`config.mk`:
```
export PLATFORM = sky130hd
export DESIGN_NAME = serial_subtractor
export DESIGN_NICKNAME = d
export VERILOG_FILES = /design/src/rtl/serial_sub_pkg.sv /design/src/rtl/full_subtractor.sv /design/src/rtl/serial_subtractor.sv
export SDC_FILE = /design/constraint.sdc
export NUM_CORES = 1
export LEC_CHECK = 0
export BUFFER_PORTS_ARGS = -buffer_cell sky130_fd_sc_hd__buf_2
export CAP_MARGIN = 20
export CORE_MARGIN = 4
export CORE_UTILIZATION = 40
export DETAILED_ROUTE_END_ITERATION = 10
export GPL_ROUTABILITY_DRIVEN = 0
export GPL_TIMING_DRIVEN = 0
export PLACE_DENSITY_LB_ADDON = 0.08
export SLEW_MARGIN = 25
export SYNTH_ARGS = -nofsm -noshare
export SYNTH_HDL_FRONTEND = slang
export SYNTH_SLANG_ARGS = --single-unit
```
`constraint.sdc`:
```
create_clock -name clk -period 1.2 [get_ports clk]
set_input_delay 0.24 -clock clk [delete_from_list [all_inputs] [get_ports clk]]
set_output_delay 0.24 -clock clk [all_outputs]
set_load 0.005 [all_outputs]
```
`src/rtl/serial_sub_pkg.sv`:
```
// Shared definitions for the bit-serial subtractor.
// State encoding is visible to the bench as well as the RTL.
package serial_sub_pkg;

    localparam logic [1:0] S_IDLE  = 2'd0;
    localparam logic [1:0] S_SHIFT = 2'd1;
    localparam logic [1:0] S_DONE  = 2'd2;

    typedef enum logic [1:0] {
        IDLE  = S_IDLE,
        SHIFT = S_SHIFT,
        DONE  = S_DONE
    } state_t;

endpackage

```
`src/rtl/full_subtractor.sv`:
```
// Single-bit full subtractor cell: d = a - b - bin.
// Purely combinational; reused every cycle by the serial datapath.
module full_subtractor (
    input  logic a,
    input  logic b,
    input  logic bin,
    output logic d,
    output logic bout
);

    assign d    = a ^ b ^ bin;
    assign bout = (~a & b) | (~(a ^ b) & bin);

endmodule

```
`src/rtl/serial_subtractor.sv`:
```
// Bit-serial N-bit subtractor, LSB first, start/done handshake.
// Optional signed overflow output enabled by SERIAL_SUB_OVF_EN.
module serial_subtractor
    import serial_sub_pkg::*;
#(
    parameter int N = 8
) (
    input  logic         clk,
    input  logic         reset,
    input  logic         start,
    input  logic [N-1:0] a,
    input  logic [N-1:0] b,
    input  logic         bin,
    output logic         busy,
    output logic         done,
    output logic [N-1:0] d,
    output logic         bout
`ifdef SERIAL_SUB_OVF_EN
    ,
    output logic         ovf
`endif
);

    localparam int CW = $clog2(N + 1);
    localparam logic [CW-1:0] LAST = CW'(N - 1);

    state_t        state;
    logic [N-1:0]  ra;
    logic [N-1:0]  rb;
    logic [N-1:0]  res;
    logic [CW-1:0] cnt;
    logic          borrow;
    logic          fd;
    logic          fbout;
    logic [N:0]    cat;
    logic [N-1:0]  nres;

    full_subtractor u_fs (
        .a    (ra[0]),
        .b    (rb[0]),
        .bin  (borrow),
        .d    (fd),
        .bout (fbout)
    );

    // Concatenate then drop the LSB so N = 1 needs no special case
    assign cat  = {fd, res};
    assign nres = cat[N:1];

    always_ff @(posedge clk) begin
        if (reset) begin
            state  <= IDLE;
            ra     <= '0;
            rb     <= '0;
            res    <= '0;
            cnt    <= '0;
            borrow <= 1'b0;
            busy   <= 1'b0;
            done   <= 1'b0;
            d      <= '0;
            bout   <= 1'b0;
`ifdef SERIAL_SUB_OVF_EN
            ovf    <= 1'b0;
`endif
        end else begin
            done <= 1'b0;
            if (state == SHIFT) begin
                ra     <= ra >> 1;
                rb     <= rb >> 1;
                res    <= nres;
                borrow <= fbout;
                cnt    <= cnt + CW'(1);
                if (cnt == LAST) begin
                    state <= DONE;
                    busy  <= 1'b0;
                    done  <= 1'b1;
                    d     <= nres;
                    bout  <= fbout;
`ifdef SERIAL_SUB_OVF_EN
                    ovf   <= borrow ^ fbout;
`endif
                end
            end else if (start) begin
                state  <= SHIFT;
                ra     <= a;
                rb     <= b;
                res    <= '0;
                borrow <= bin;
                cnt    <= '0;
                busy   <= 1'b1;
            end else begin
                state <= IDLE;
            end
        end
    end

endmodule

```
==> metrics.md <==
| Metric | Value |
|---|---|
| Final nets | `233` |
| Yosys warnings | `0` |
| PwrDens | `1248 nW/um2` |
| Die area | `5260 um2` |
| WP buf/inv | `2` |
| Logic pwr share | `approximately 14%` |
| Post-Place Cells | `around 240` |
| DRC Markers | `0` |
| N_diodes | `0` |
| Crit path kind | `reg -> reg` |
| Die Wd | `between 70 and 80 um` |
| H-Tree Depth | `2` |
| Slew headroom | `65.22%` |
| Vias in the first global route | `1422` |
| CP max FO | `6` |
| Die Ht | `approximately 73 um` |
| DR pass1 iterations | `2` |
| Synth Area in Compound Gates | `~18%` |
| Final Max Slew Viols | `0` |
| Initial antenna violation count | `0` |
| Most common cell on crit path | `buf_6` |
| Starting Density | `41.63%` |
| Seq/Total Area, Yosys | `49.29%` |
| Routed WL | `4.060 mm` |
| Switching Fraction | `26.38%` |
| Largest family of logic cells by synthesized area | `compound AO/OA/AOI/OAI gates` |
| CP top delay family | `flip-flops` |
| Vias | `1389` |
| NetSw | `720.8 uW` |
| Leakage power | `0.9129 nW` |
| CP required | `around 1.4 ns` |
| RSZ-0062 raised after global routing | `true` |
| Worst vdd ir | `about 0.8 mV` |
| CP Data Arrival Time | `between 1 and 1.5 ns` |
| PortBufs | `30` |
| Hpwl dp | `roughly 2.7 mm` |
| Pre-CTS setup slack | `-0.2245 ns` |
| IO Count | `31` |
| Endpoints failing hold | `0` |
| Worst-Skew Late Latency | `just under 0.3 ns` |
| Crit-path max cell delay | `0.36 ns` |
| Most frequent cells in the layout | `34 x buf_2, 34 x dfxtp_1, 16 x mux2i_1` |
| Number of buffers created by CTS | `5` |
| Hold_ws | `0.2295 ns` |
| Clk network pwr share | `32.7%` |
| GRT Overall Usage | `around 17%` |
| Non-filler cells, final | `262` |
| Share of layout cells above drive strength 1 | `about 40%` |
| Synth Area in XOR/XNOR | `0%` |
| Total grt overflow | `0` |
| Post-synthesis net count | `around 190` |
| CP max-delay cell | `dfxtp_2` |
| Routed len/inst | `15.50 um` |
| Post-synth EDFFs | `0` |
| Flop pwr share | `53.3%` |
| Synth Cell Area | `1665 um2` |
| Hold Path Class | `in -> reg` |
| Worst setup SP type | `register` |
| Syn Area/Cell | `10.22 um2` |
| Layout area overhead | `31.41%` |
| Async SR Flop Fraction | `0%` |
| Seq cells post-synth | `41` |
| Failing checks | `setup timing` |
| Setup crit end kind | `register` |
| Max_cap viols | `0` |
| Core Rows | `23` |
| Final period util | `103.5%` |
| Drt first-iter violations | `70` |
| First-pass GRT wire length | `6.741 mm` |
| Post-route cell area | `between 2000 and 2500 um2` |
| Post-layout util | `54.71%` |
| Setup ws final | `-0.04164 ns` |
| Mapped Cells | `163` |
| TritonCTS clock tree | `yes` |
| Worst-path clk slew | `around 0.080 ns` |
| Detail Route Antenna Nets | `0` |
| Yosys cell types | `31` |
| Post-Synth Adder-Cell Area | `1.953%` |
| Core box area | `around 4000 um2` |
| Clock Skew | `0.003842 ns` |
| Sink Count | `41` |
| Cell Chain, Critical Path | `nor2b_4, buf_6, a41oi_4, buf_6, a22o_1` |
| Worst Tran Pin Value | `roughly 0.52 ns` |
| Largest net degree at the start of global routing | `14` |
| Max clock buf depth | `2` |
| Fin crit period | `1.242 ns` |
| Mux contribution to synthesized area | `10.52%` |
| DP Area | `approximately 1900 um2` |
| Avg Vias per Cell | `5.302` |
| Outcome | `finished, violations left` |
| Final setup vio count | `10` |
| Pint | `2.011 mW` |
| Root Driver | `clkbuf_8` |
| FMAX | `0.8054 GHz` |
| Simple-gate share of the synthesized area | `14.73%` |
| Top FF cell, synth | `dfxtp_1` |
## power by group through the flow
| stage | combinational (mW) | clock (mW) | sequential, mW |
|---|---|---|---|
| 6_report | 0.382 | 0.894 | 1.46 |
| 3_5_place_dp | 0.303 | 0 | 1.49 |
| 2_1_floorplan | 0.211 | 0 | 1.48 |
| 3_3_place_gp | 0.291 | 0 | 1.48 |
| 5_1_grt | 0.420 | 0.999 | 1.46 |
| 4_1_cts | 0.342 | 0.921 | 1.46 |
## registers in the layout (all words and copies together), names as in the netlist
signal  cells
d           8
ra          8
rb          8
res         7
cnt         4
state       2
borrow      1
bout        1
busy        1
done        1
## Yosys cell counts, types with 2 or more instances
master / number / area, um2
a21oi_1: 11 / 55.05
nor3_1: 3 / 15.01
nor2_1: 15 / 56.30
dfxtp_1: 41 / 820.8
nand2b_1: 2 / 12.51
a22o_1: 8 / 70.07
buf_1: 3 / 11.26
nand2_1: 9 / 33.78
a211oi_1: 15 / 112.6
buf_4: 2 / 15.01
buf_6: 2 / 22.52
nand3b_1: 9 / 67.56
inv_1: 3 / 11.26
nand3_1: 2 / 10.01
mux2i_1: 16 / 160.2
or3_1: 2 / 12.51
buf_2: 6 / 30.03
## routing by layer
layer | global-route usage, % | vias up | routed length [um]
li1 | - | 687 | -
met4 | 5.533 | 0 | 61
met1 | 19.28 | 671 | 1772
met3 | 5.125 | 7 | 164
met5 | 0 | - | 0
met2 | 29.46 | 24 | 2061
## tightest hold or removal path, stage by stage
cell and delay (ns):
buf_2 0.08, mux2i_1 0.05, nor3_1 0.11
## final cells by class
| type | instances | area (um2) |
|---|---|---|
| Clock buffer | 5 | 68.82 |
| Buffer | 14 | 102.6 |
| Sequential cell | 41 | 834.6 |
| Clock inverter | 3 | 17.52 |
| Timing Repair Buffer | 40 | 232.7 |
| Tap cell | 50 | 62.56 |
| Inverter | 3 | 11.26 |
| Fill cell | 370 | 1812 |
| Multi-Input combinational cell | 106 | 858.3 |
## final timing paths
check | from | to | slack (ns) | cells past startpoint
min | b[7] | rb[7]$_SDFFE_PP0P_ | 0.23 | 3
min reg2reg | bout$_SDFFE_PP0P_ | bout$_SDFFE_PP0P_ | 0.46 | 1
max | state[0]$_SDFFE_PP0P_ | d[1]$_SDFFE_PP0P_ | -0.04 | 5
max reg2reg | state[0]$_SDFFE_PP0P_ | d[1]$_SDFFE_PP0P_ | -0.04 | 5
## cell families after synthesis
group,Yosys count
simple gates,46
flops,41
mux,17
compound gates,40
buf+inv,17
fa+ha+maj,2
## per-stage QoR
step | total power [mW] | TNS (ns)
after floorplan | 1.687 | 0
after global placement | 1.773 | -1.963
after detailed placement | 1.789 | -3.161
after CTS | 2.721 | -0.1005
after global routing | 2.884 | -0.7740
final | 2.732 | -0.2245
## repair_timing
action                     4_1_cts  5_1_grt
setup endpoints to repair       28       36
setup buffers                    5        4
hold buffers                     0        0
gates resized for setup         20       17
pin swaps                        3        7
cloned                           2        0
Note: power is estimated with default switching activity, not from simulation.
